## src/rtl/uart_rx_fifo.sv

```systemverilog
// Receive buffer between uart_rx and the CPU read path: FWFT byte FIFO with a 3-state ingress
// handshake, count/level/sticky-overflow status. Optional watermark via UART_RX_FIFO_WMARK_EN.
module uart_rx_fifo #(
   parameter int unsigned DEPTH = 16,
   parameter int unsigned AW    = 4,
   parameter int unsigned WMARK = 12
) (
   input  logic          clk,
   input  logic          resetn,
   input  logic [7:0]    rx_data,
   input  logic          rx_ready,
   output logic          rx_ack,
   input  logic          rd_strobe,
   output logic [7:0]    rd_data,
   output logic          not_empty,
   output logic          full,
   output logic [AW:0]   count,
   output logic          overflow,
   input  logic          ovf_clr,
   output logic          wmark
);

   if (DEPTH != (32'd1 << AW) || DEPTH < 2 || DEPTH > 256) begin : g_bad_depth
      $error("uart_rx_fifo: DEPTH must be a power of two in 2..256 equal to 2**AW");
   end
   if (WMARK < 1 || WMARK > DEPTH) begin : g_bad_wmark
      $error("uart_rx_fifo: WMARK must be in 1..DEPTH");
   end

   typedef enum logic [1:0] {StIdle, StAck, StHold} state_e;

   state_e        state_q;
   logic [7:0]    mem [DEPTH];
   logic [AW-1:0] wptr_q, rptr_q;
   logic [AW:0]   count_q;
   logic          rx_ack_q, overflow_q;
   logic          take, push, pop, drop;

   assign not_empty = (count_q != '0);
   assign full      = (count_q == (AW+1)'(DEPTH));
   assign pop       = rd_strobe && not_empty;
   assign take      = (state_q == StIdle) && rx_ready;
   // A full FIFO still accepts the byte when a pop frees the head in the same cycle.
   assign push      = take && (!full || pop);
   assign drop      = take && !push;

   always_ff @(posedge clk or negedge resetn) begin
      if (!resetn) begin
         state_q    <= StIdle;
         rx_ack_q   <= 1'b0;
         wptr_q     <= '0;
         rptr_q     <= '0;
         count_q    <= '0;
         overflow_q <= 1'b0;
      end else begin
         unique case (state_q)
            StIdle: begin
               if (rx_ready) begin
                  state_q  <= StAck;
                  rx_ack_q <= 1'b1;
               end
            end
            StAck: begin
               state_q  <= StHold;
               rx_ack_q <= 1'b0;
            end
            StHold:  state_q <= StIdle;
            default: begin
               state_q  <= StIdle;
               rx_ack_q <= 1'b0;
            end
         endcase

         if (push) wptr_q <= wptr_q + 1'b1;
         if (pop)  rptr_q <= rptr_q + 1'b1;

         if (push && !pop)      count_q <= count_q + 1'b1;
         else if (pop && !push) count_q <= count_q - 1'b1;

         if (drop)         overflow_q <= 1'b1;
         else if (ovf_clr) overflow_q <= 1'b0;
      end
   end

   always_ff @(posedge clk) begin
      if (push) mem[wptr_q] <= rx_data;
   end

   assign rd_data  = mem[rptr_q];
   assign rx_ack   = rx_ack_q;
   assign count    = count_q;
   assign overflow = overflow_q;

`ifdef UART_RX_FIFO_WMARK_EN
   logic wmark_q;

   always_ff @(posedge clk or negedge resetn) begin
      if (!resetn) wmark_q <= 1'b0;
      else         wmark_q <= (count_q >= (AW+1)'(WMARK));
   end

   assign wmark = wmark_q;
`else
   assign wmark = 1'b0;
`endif

endmodule

```

## config.mk

```make
export PLATFORM = sky130hd
export DESIGN_NAME = uart_rx_fifo
export DESIGN_NICKNAME = d
export VERILOG_FILES = /design/src/rtl/uart_rx_fifo.sv
export SDC_FILE = /design/constraint.sdc
export NUM_CORES = 1
export LEC_CHECK = 0
export ABC_AREA = 0
export BUFFER_PORTS_ARGS = -buffer_cell sky130_fd_sc_hd__buf_2
export CORE_MARGIN = 4
export CORE_UTILIZATION = 65
export DETAILED_ROUTE_END_ITERATION = 8
export PLACE_DENSITY = 0.82
export SYNTH_ARGS = -nofsm -noshare
export SYNTH_HDL_FRONTEND = slang
export SYNTH_SLANG_ARGS = --single-unit
```

## constraint.sdc

```tcl
create_clock -name clk -period 5.55 [get_ports clk]
set_input_delay 1.11 -clock clk [delete_from_list [all_inputs] [get_ports clk]]
set_output_delay 1.11 -clock clk [all_outputs]
set_load 0.01 [all_outputs]
```

# After elaboration in Yosys (flattened, before gate mapping)

Memory sizes are Yosys's and may differ from the RTL's.
Index checks and enable logic that the tools add are counted.

Add/subtract/negate cells: 4
Eq/ne operators: 4
Muxes and demuxes: 10
Bitwise gates (word level): 1
Reduce and logical (&&, ||, !) cells: 15

Operators by type and width:

| operator            | number |
|---|---|
| $mux 5              | 2 |
| $add 4x1->4 const B | 2 |
| $logic_and 1x1->1   | 6 |
| $add 5x1->5 const B | 1 |
| $eq 5x5->1 const B  | 1 |
| $mux 1              | 5 |
| $reduce_bool 5->1   | 1 |
| $sub 5x1->5 const B | 1 |
| $pmux 2 s2          | 1 |
| $reduce_bool 2->1   | 2 |
| $logic_not 1->1     | 3 |
| $eq 2x1->1 const B  | 1 |
| $eq 2x2->1 const B  | 1 |
| $logic_not 2->1     | 1 |
| $mux 2              | 1 |
| $ne 2x2->1 const B  | 1 |
| $pmux 1 s2          | 1 |
| $reduce_and 2->1    | 1 |
| $logic_or 1x1->1    | 1 |
| $not 1->1           | 1 |

Flip-flop bits (word level): 17
RAM bits: 128
Output and inout port bits: 18
Memories kept: 1

Memories:

| memory | depth | width | rd ports | clocked after Yosys merged registers in | write ports | RTL line | source |
|---|---|---|---|---|---|---|---|
| mem    | 16    | 8     | 1        | 0                                       | 1           | 33       | `logic [7:0] mem [DEPTH];` |

# Longest topological paths before layout

Gate-level depths: netlist of run 1.

Depth after elaboration: 8
Depth in mapped cells: 10
Mapped depth without buffers: 10

# Worst setup path before layout of run 1

No wires, ideal clock.

Path type: input to register
From: input rx_ready
To: register count_q[4], in the netlist count[4]
Setup time: 136 ps
Arrival time: 3,246 ps
Required time: 5,414 ps
Path slack: 2,168 ps
Stages on the path: 9
Path through: or3b_4 > a31oi_2 > buf_2 > ha_1 > inv_1 > fa_1 > a21o_1 > a2111oi_0 > o31ai_1

Cells in the longest elaborated chain, start to end: 5
Elaborated cells between the ends (all ways): 7
Classes of those cells: 1 x mux; 6 x reduce/logical

Ends and longest elaborated chain:

| item                        | RTL line | source |
|---|---|---|
| from (decl)                 | 11       | `input logic rx_ready,` |
| $logic_and 1x1->1 *         | 42       | `assign take = (state_q == StIdle) && rx_ready;` |
| $logic_and 1x1->1 *         | 44       | `assign push = take && (!full \|\| pop);` |
| via push                    | 37       | `logic take, push, pop, drop;` |
| $logic_not 1->1             | 78       | `else if (pop && !push) count_q <= count_q - 1'b1;` |
| $logic_and 1x1->1           | 78       |  |
| $reduce_bool 2->1 (no line) | n/a      |  |
| to (signal assigned)        | 77       | `if (push && !pop) count_q <= count_q + 1'b1;` |
| to (signal assigned)        | 78       |  |
| to (decl)                   | 35       | `logic [AW:0] count_q;` |

Mark *: on every way through the listed nets, which the timed path passes. The rest lies on a longest branch.
A chain may end at the register's enable or synchronous reset.

# Worst setup path after layout of run 1

From: register rptr_q[0]
To: output rd_data[6]

Cells in the longest elaborated chain, start to end: 1

Ends and longest elaborated chain:

| item                   | RTL line | source |
|---|---|---|
| from (decl)            | 34       | `logic [AW-1:0] wptr_q, rptr_q;` |
| from (signal assigned) | 75       | `if (pop) rptr_q <= rptr_q + 1'b1;` |
| $mem_v2 16x8           | n/a      |  |
| to (decl)              | 14       | `output logic [7:0] rd_data,` |

Every way passes these cells.

==> flow_metrics.tcl, run 1 <==
set metrics [dict create \
    root_buffer "clkbuf_8" \
    worstRegToRegCells 8 \
    worstPathArrival_ns 2.84 \
    dpl.cell_count 429 \
    power.leakage_nw 2.416 \
    dp_hpwl_um 6737 \
    synth-xor-area-share_pct 1.334 \
    worst_pin_slew_ns 1.178 \
    synth-adder-area-share_pct 2.244 \
    hold_buffers 0 \
    synthMuxAreaShare_pct 13.25 \
    period_minus_slack_ns 3.948 \
    grt_max_degree 22 \
    skew_ns 0.01021 \
    avgSynthCellArea_um2 19.31 \
    yosysSeqAreaShare_pct 72.24 \
    drive_above_1_share_pct 24.36 \
    core_um2 8763 \
    final_cells 461 \
    endpoint_kind "primary output" \
    r2r_setup_slack_ns 2.27 \
    clock_path_buffers 2 \
    area_growth_pct 13.91 \
    place_congestion 0.7909 \
    async_reset_ff_share_pct 11.72 \
    hold_ws_ns 0.4429 \
    synth_top_family_by_area "multiplexers" \
    max_freq_ghz 0.2533 \
    worstHoldStart "state_q[1]" \
    cp_data_required_time_ns 4.44 \
    finalHoldViolCount 0 \
    syn_inst 306 \
    path_buf_inv 2 \
    postCtsSetupBuffers 0 \
    status "complete, no violations" \
    die_h_um 103.4 \
    cts_buffers 17 \
    hp-class "reg -> reg" \
    worst_hold_path.endpoint "state_q[1]" \
    synthSimpleGateAreaFrac_pct 4.912 \
    synth_edf_count 128 \
    boundaryPins 31 \
    die_area_um2 10680 \
    critPathKind "reg -> out" \
    grt_overflow_total 0 \
    fin_crit_sh_pct 71.13 \
    num-fill-cells 483 \
    r2r_start "state_q[0]" \
    routed_wl_um 11490 \
    p_total_mw 3.561 \
    antenna_cells 0 \
    ir_worst_vdd_mv 0.3864 \
    max-slew-margin-rel_pct 20.84 \
    fin_setup_tns_ns 0 \
    initialDrtViolationCount 221 \
    ys_types 39 \
    drv_slew 0 \
    clock_latency_ns 0.52 \
    io_buffers 29 \
    grt_pass1_vias 3009 \
    max_stage_delay_ns 0.69 \
    viasPerCell 6.375 \
    critPathLaunchType "flip-flop" \
    hold_path_depth 1 \
    clock-sinks 145 \
    nets 363 \
    cts_resized 0 \
    p_per_area_nw_per_um2 529.1 \
    ant_nets 0 \
    critical_path.top_delay_family "flip-flops" \
    synth_compound_area_share_pct 3.663 \
    drc 0 \
    clk_pin_slew_ns 0.06 \
    cts_tree "yes" \
    rsz0062_at_grt "no" \
    cts.htree.levels 4 \
    antenna_found_initial 0 \
    synth-main-ff-cell "edfxtp_1" \
    num_rows 34 \
    die_w_um 103.4 \
    grtUsageTotal_pct 24.01 \
    dr.pass1.iters 5 \
    grt_pass1_wl_um 17570 \
    setup-violations-final 0 \
    synth_fp_nets 329 \
    cp_max_fo 20 \
    yosysWarnings 0 \
    crit_chain "buf_4 -> mux4_2 -> a22oi_1 -> nand2_1 -> buf_2" \
    crit_slowest_cell "dfrtp_2" \
    drv_cap 0 \
    vias 2939 \
    synth-seq-cells 145 \
    initial_core_util_pct 67.43 \
    reg2reg_to "count[4]" \
    synth_area_um2 5909 \
    wl_per_cell_um 24.91 \
]
stage by stage:
stage          utilization, %  area (um^2)  worst slack (ns)
3_3_place_gp            69.62         6101             1.725
5_1_grt                 76.81         6731             1.411
4_1_cts                 76.81         6731             1.542
2_1_floorplan               -         5909             2.168
3_5_place_dp            69.62         6101             1.567
6_report                76.81         6731             1.602
how the worst max path moves through the flow:
| stage | startpoint | endpoint | slack, ns | depth (start not counted) |
|---|---|---|---|---|
| finish | rptr_q[0] | rd_data[6] | 1.60 | 5 |
| global route | rptr_q[0] | rd_data[5] | 1.41 | 5 |
| CTS | rptr_q[0] | rd_data[5] | 1.54 | 5 |
| detailed placement | rx_ready | count[4] | 1.57 | 9 |
| global placement | rx_ready | count[4] | 1.73 | 9 |
| floorplan | rx_ready | count[4] | 2.17 | 9 |
flip-flops by register name, indices dropped and copies added (netlist names):
register and flops:
mem 128, count 5, rptr_q 4, wptr_q 4
state_q 2, overflow 1, rx_ack 1
logic make-up (layout without fill, tap and decap cells):
| group | count (synthesis) | in the layout |
|---|---|---|
| DFF | 145 | 145 |
| buffers and inverters | 24 | 71 |
| AOI/OAI and AO/OA | 30 | 30 |
| and+or+nand+nor | 53 | 53 |
| adders and majority gates | 10 | 10 |
| xor gates and xnor gates | 9 | 9 |
| muxes | 34 | 34 |
| other | 1 | 1 |
synthesized netlist by cell type (all sizes together) (3+ instances only):
| master | number | area share [%] |
|---|---|---|
| mux4 | 32 | 13 |
| clkbuf | 7 | 0.57 |
| and2 | 3 | 0.32 |
| edfxtp | 128 | 65 |
| nor3 | 4 | 0.34 |
| xnor2 | 8 | 1.2 |
| inv | 8 | 0.51 |
| ha | 9 | 1.9 |
| nand2 | 18 | 1.1 |
| o21ai | 5 | 0.42 |
| buf | 9 | 1.2 |
| a22oi | 16 | 2.0 |
| dfrtp | 17 | 7.2 |
| nor2b | 5 | 0.53 |
| and3 | 14 | 1.5 |
cell type report:
| class | count | area (um^2) | share of cell area [%] |
|---|---|---|---|
| clock buffers | 18 | 417.9 | 6.208 |
| clock inverters | 14 | 212.7 | 3.160 |
| inverters | 8 | 30.03 | 0.4461 |
| multi-input cells | 137 | 1505 | 22.36 |
| flip-flops and latches | 145 | 4270 | 63.44 |
| well taps | 108 | 135.1 | 2.007 |
| repair buffers | 31 | 160.2 | 2.379 |
routing by layer:
metal	share of wire (%)	vias to the layer above	routed length [um]	GRT usage [%]
li1	-	1310	-	-
met1	42	1473	4850	32.61
met2	50	139	5761	38.48
met3	5.7	17	658	5.902
met4	1.9	0	214	8.665
met5	0	-	0	0
power breakdown:
group          internal [mW]  switching (mW)  leakage, nW
Clock                  0.774           0.428        0.300
Combinational          0.438           0.483        0.756
Sequential              1.30           0.138         1.36
cells in the final DEF, fill, tap and decap left out, drive strengths merged, types with 2 or more instances in the layout:
cell,synthesis,layout
inv,8,9
and3,14,14
ha,9,9
clkinv,0,6
nand2,18,18
bufinv,0,5
a21o,2,2
o21ai,5,5
nor2b,5,5
mux4,32,32
nand4,2,2
clkbuf,7,18
nor3,4,4
nor2,2,2
edfxtp,128,128
and2,3,3
a21oi,2,2
buf,9,31
clkinvlp,0,2
xnor2,8,8
dfrtp,17,17
a22oi,16,16
Power figures use the tool's default switching activity.
==> inputs of run 2 (changes only) <==
--- a/config.mk
+++ b/config.mk
@@ -5,12 +5,12 @@
 export SDC_FILE = /design/constraint.sdc
 export NUM_CORES = 1
 export LEC_CHECK = 0
-export ABC_AREA = 0
+export ABC_AREA = 1
 export BUFFER_PORTS_ARGS = -buffer_cell sky130_fd_sc_hd__buf_2
 export CORE_MARGIN = 4
-export CORE_UTILIZATION = 65
+export CORE_UTILIZATION = 55
 export DETAILED_ROUTE_END_ITERATION = 8
-export PLACE_DENSITY = 0.82
+export PLACE_DENSITY = 0.73
 export SYNTH_ARGS = -nofsm -noshare
 export SYNTH_HDL_FRONTEND = slang
 export SYNTH_SLANG_ARGS = --single-unit
==> constraint.sdc (replaced) <==
create_clock -name clk -period 3.5 [get_ports clk]
set_input_delay 0.7 -clock clk [delete_from_list [all_inputs] [get_ports clk]]
set_output_delay 0.7 -clock clk [all_outputs]
set_load 0.01 [all_outputs]
==> flow_metrics.tcl, run 2 <==
set metrics [dict create \
    dr.pass1.iters 8 \
    mostFrequentLayoutCells "196 x nand2_1, 128 x edfxtp_1, 114 x inv_1" \
    io_buffers 29 \
    synth_fp_nets 672 \
    initialDrtViolationCount 511 \
    drv_slew 0 \
    ys_types 26 \
    cts.htree.levels 4 \
    cts_tree "yes" \
    power_switching_mw 2.172 \
    dp_hpwl_um 9129 \
    endpoint_kind "primary output" \
    critPathLaunchType "flip-flop" \
    worstPathArrival_ns 2.22 \
    place_ws_ns 0.6718 \
    grt_overflow_total 0 \
    drv_cap 0 \
    num-fill-cells 864 \
    postCtsSetupBuffers 0 \
    avgSynthCellArea_um2 10.10 \
    synth-seq-cells 145 \
    synth-main-ff-cell "edfxtp_1" \
    grt_max_degree 67 \
    finalHoldViolCount 0 \
    violations "DRC" \
    synth_common_cells "196 x nand2_1, 128 x edfxtp_1, 114 x inv_1" \
    area_growth_pct 13.52 \
    hold_buffers 0 \
    reg2reg_to "count[4]" \
    worstRegToRegCells 13 \
    top_register "mem" \
    combPwrFrac_pct 34.6 \
    path_buf_inv 3 \
    nets 713 \
    skew_ns 0.005886 \
    clock_latency_ns 0.41 \
    max_stage_delay_ns 0.52 \
    synth_top_area_share_pct 58.65 \
    rsz0062_at_grt "no" \
    synthTopCellsByArea "edfxtp_1 59%, nand2_1 11%, nand3_1 8.0%, inv_1 6.5%, dfrtp_1 6.5%" \
    internal_power_mw 3.747 \
    yosysWarnings 0 \
    async_reset_ff_share_pct 11.72 \
    place_congestion 0.9052 \
    antenna_found_initial 0 \
    root_buffer "clkbuf_16" \
    seq_area_um2 4270 \
    power.leakage_nw 3.321 \
    max-slew-margin-rel_pct 51.53 \
    drc 1 \
    worst_pin_slew_ns 0.7270 \
    layout_setup_ws_ns 0.5767 \
    status "finished with violations" \
    cp_max_fo 18 \
    vias 4536 \
    p_clk_share_pct 28.8 \
    crit_top_cell "nand3_1" \
    p_per_area_nw_per_um2 795.6 \
    die_area_um2 13730 \
    grt_pass1_vias 4474 \
    viasPerCell 5.362 \
    r2r_start "count[3]" \
    r2r_setup_slack_ns 0.84 \
    cp_data_required_time_ns 2.80 \
    routed_wl_um 14600 \
    num_rows 39 \
    drive_above_1_share_pct 12.23 \
    grtUsageTotal_pct 23.50 \
    hp-class "in -> async" \
    synth_edf_count 128 \
    initial_core_util_pct 56.67 \
    layout_commonest_cell "nand2_1" \
    fin_crit_sh_pct 83.52 \
    max_freq_ghz 0.3421 \
    critPathKind "reg -> out" \
    largest_reg_flops 128 \
    core_um2 11560 \
    p_sw_share_pct 36.70 \
    power_frac_seq_pct 36.6 \
    ant_nets 0 \
    clk_pin_slew_ns 0.06 \
    die_w_um 117.2 \
    boundaryPins 31 \
    synth_top_area_cell "edfxtp_1" \
    wl_per_cell_um 17.25 \
    crit_chain "buf_4 -> clkinv_1 -> nand3_1 -> nand3_1 -> nand2_1 -> buf_2" \
    p_total_mw 5.919 \
    antenna_cells 0 \
    fin_setup_tns_ns 0 \
    multi_input_area_um2 1668 \
    die_h_um 117.2 \
    setup-violations-final 0 \
    yosysSeqAreaShare_pct 65.14 \
    cts_buffers 17 \
    ir_worst_vdd_mv 0.4826 \
    synth_area_um2 6554 \
    clock-sinks 145 \
    clock_path_buffers 2 \
    syn_inst 649 \
    yosysMostFrequentCell "nand2_1" \
    cts_resized 0 \
    crit_slowest_cell "clkinv_1" \
    period_minus_slack_ns 2.923 \
    grt_pass1_wl_um 23740 \
    critical_path.top_delay_family "buffers and inverters" \
]
## run 2: changes by cell type in the layout (fill, tap and decap cells not counted), moves of 14 or more
cell,change
inv_1,+106
a22oi_1,-16
nand3_1,+105
buf_4,+18
and3_1,-14
nand2_1,+178
mux4_2,-21
## run 2: worst max-delay path by stage
stage | start | endpoint | cells after the start
finish | rptr_q[2] | rd_data[3] | 6
global route | rptr_q[2] | rd_data[4] | 6
CTS | rptr_q[2] | rd_data[3] | 6
detailed placement | rd_strobe | count[4] | 14
global placement | rd_strobe | count[4] | 14
floorplan | rx_ready | count[4] | 13
## run 2: layout make-up
type                       count  share of cell area, %
tap                          143                  2.405
inverter                     117                  5.903
multi-input combinational    359                  22.42
clock inverter                10                  1.127
timing repair buffer          50                  4.238
clock buffer                  22                  6.509
sequential                   145                  57.40
## run 2: power groups by stage
stage | Combinational [mW] | Sequential (mW) | Clock, mW
after floorplan | 1.44 | 2.18 | 0
after global placement | 1.96 | 2.19 | 0
after detailed placement | 2.03 | 2.20 | 0
after CTS | 2.05 | 2.17 | 1.72
after global routing | 2.29 | 2.19 | 1.82
final | 2.05 | 2.17 | 1.70
## run 2: worst register-to-register path: stages (launching register included)
cell	delay, ns
dfrtp_1	0.44
nor2_1	0.22
nand4_1	0.20
nand2_2	0.34
inv_1	0.14
ha_1	0.23
inv_1	0.16
ha_1	0.30
a21oi_1	0.20
nand2_1	0.08
o21ai_0	0.08
nand2_1	0.07
nand2_1	0.06
nand2_1	0.05
## run 2: cells by family (layout without fill, tap and decap cells)
| logic type | count (synthesis) | in the layout | share of synthesized area, % |
|---|---|---|---|
| AND/OR/NAND/NOR | 332 | 332 | 21.73 |
| flip-flops | 145 | 145 | 65.14 |
| buffers and inverters | 145 | 199 | 9.412 |
| adder cells (fa/ha/maj) | 10 | 10 | 2.024 |
| AO/OA/AOI/OAI | 9 | 9 | 0.7063 |
| XOR/XNOR | 7 | 7 | 0.9355 |
| other | 1 | 1 | 0.05722 |
## run 2: layer usage
layer / vias up / GRT usage [%] / part of all wire, %
met5: - / 0 / 0
met4: 0 / 11.24 / 2.8
met3: 32 / 4.165 / 7.3
met2: 195 / 37.18 / 49
met1: 2138 / 31.78 / 41
li1: 2171 / - / -
## run 2: stage by stage
stage | std cells | hold WS [ns] | util (%) | area (um^2)
3_3_place_gp | 814 | 0.4284 | 59.42 | 6872
2_1_floorplan | 649 | 0.4025 | - | 6554
3_5_place_dp | 814 | 0.4273 | 59.42 | 6872
4_1_cts | 846 | 0.2078 | 64.33 | 7440
6_report | 846 | 0.2052 | 64.33 | 7440
5_1_grt | 846 | 0.2156 | 64.33 | 7440
==> inputs of run 3 (changes only) <==
==> constraint.sdc (replaced) <==
create_clock -name clk -period 2.4 [get_ports clk]
set_input_delay 0.48 -clock clk [delete_from_list [all_inputs] [get_ports clk]]
set_output_delay 0.48 -clock clk [all_outputs]
set_load 0.01 [all_outputs]
==> flow_metrics.tcl, run 3 (same netlist as run 2, synthesis figures left out) <==
set metrics [dict create \
    endpoint_kind "primary output" \
    worstRegToRegCells 13 \
    grt_max_degree 46 \
    die_area_um2 13730 \
    antenna_cells 0 \
    period_minus_slack_ns 2.331 \
    hold_path_depth 2 \
    max_freq_ghz 0.4290 \
    cp_data_required_time_ns 1.92 \
    clock_latency_ns 0.41 \
    area_growth_pct 15.96 \
    clk_pin_slew_ns 0.06 \
    cp_max_fo 22 \
    cts_tree "yes" \
    power.leakage_nw 3.391 \
    vias 4633 \
    clock-sinks 145 \
    hp-class "in -> reg" \
    num-fill-cells 847 \
    drc 0 \
    initial_core_util_pct 56.67 \
    drive_above_1_share_pct 13.76 \
    cts_buffers 17 \
    grt_overflow_total 0 \
    boundaryPins 31 \
    layout_setup_ws_ns 0.06921 \
    r2r_setup_slack_ns 0.19 \
    worstHoldStart "ovf_clr" \
    core_um2 11560 \
    p_per_area_nw_per_um2 1181 \
    viasPerCell 5.419 \
    wl_per_cell_um 17.87 \
    num_rows 39 \
    finalHoldViolCount 0 \
    r2r_start "count[1]" \
    multi_input_area_um2 1699 \
    nets 724 \
    place_congestion 0.8510 \
    initialDrtViolationCount 418 \
    grt_pass1_wl_um 23580 \
    layout_commonest_cell "nand2_1" \
    grtUsageTotal_pct 23.40 \
    grt_pass1_vias 4627 \
    top_register "mem" \
    reg2reg_to "count[4]" \
    root_buffer "clkbuf_16" \
    io_buffers 29 \
    drv_slew 0 \
    die_w_um 117.2 \
    antenna_found_initial 0 \
    critPathKind "reg -> out" \
    status "complete, no violations" \
    routed_wl_um 15280 \
    cts.htree.levels 4 \
    largest_reg_flops 128 \
    mostFrequentLayoutCells "195 x nand2_1, 128 x edfxtp_1, 113 x inv_1" \
    p_total_mw 8.978 \
    postLayoutCoreUtil_pct 65.71 \
    skew_ns 0.006226 \
    place_ws_ns 0.07834 \
    setup-violations-final 0 \
    dr.pass1.iters 5 \
    clock_path_buffers 2 \
    drv_cap 0 \
    seq_area_um2 4270 \
    critPathLaunchType "flip-flop" \
    worstPathArrival_ns 1.85 \
    die_h_um 117.2 \
    dp_hpwl_um 9096 \
    ant_nets 0 \
    ir_worst_vdd_mv 0.7107 \
    worst_hold_path.endpoint "overflow" \
    fin_crit_sh_pct 97.12 \
    hold_ws_ns 0.2642 \
]
==> run 3: changes by cell type in the layout (fill, tap and decap cells not counted), moves of 2 or more <==
cell / delta
buf_4: +5
clkbuf_1: +4
clkbuf_8: -4
nand3_1: -4
nand3_2: +4
clkbuf_16: +2
clkinv_2: -2
nor2_1: -2
nor2_2: +2
==> run 3: cell type report <==
type / instances / area share, %
timing repair buffer: 61 / 6.207
inverter: 117 / 5.861
tap: 143 / 2.354
clock buffer: 22 / 5.845
sequential: 145 / 56.19
clock inverter: 8 / 1.185
multi-input combinational: 359 / 22.36
==> run 3: worst max-delay path by stage <==
| stage | cells past startpoint | end | startpoint |
|---|---|---|---|
| finish | 8 | rd_data[6] | rptr_q[0] |
| global route | 8 | rd_data[0] | rptr_q[0] |
| CTS | 9 | rd_data[0] | rptr_q[0] |
| detailed placement | 13 | count[4] | count[1] |
| global placement | 14 | count[4] | rd_strobe |
| floorplan | 12 | count[4] | count[1] |
==> run 3: per-stage QoR <==
step           instances  setup TNS [ns]  area, um^2
5_1_grt              855       -0.004251        7600
3_5_place_dp         820               0        6929
4_1_cts              852               0        7507
3_3_place_gp         820               0        6929
6_report             855               0        7600
2_1_floorplan        649               0        6554
==> run 3: routing by layer <==
metal | vias to the layer above | track usage, % | wire length, um
met5 | - | 0 | 0
met4 | 0 | 11.09 | 461
met3 | 35 | 4.884 | 1386
met2 | 265 | 38.50 | 7417
met1 | 2143 | 29.81 | 6013
li1 | 2190 | - | -
==> run 3: where the power goes <==
group / switching [mW] / internal, mW / total [mW]
logic: 2.21 / 1.19 / 3.40
registers: 0.167 / 2.99 / 3.16
clock network: 0.922 / 1.50 / 2.43
total: 3.30 / 5.68 / 8.98
==> run 3: worst max-delay path, cell delays in order (launching register included) <==
cell and delay (ns):
dfrtp_2 0.45, buf_4 0.17, clkbuf_16 0.19, nand2_1 0.09, nand3_1 0.08, nand3_1 0.12, nand3_2 0.11, nand2_1 0.10
buf_2 0.13
==> run 3: repair_timing <==
| action | CTS | global route |
|---|---|---|
| gates resized for setup | 1 | 14 |
| setup buffers | 0 | 1 |
| hold buffers | 1 | 0 |
| endpoints found under the hold margin | 17 | 0 |
| setup endpoints to repair | 3 | 10 |
| gates cloned | 1 | 2 |
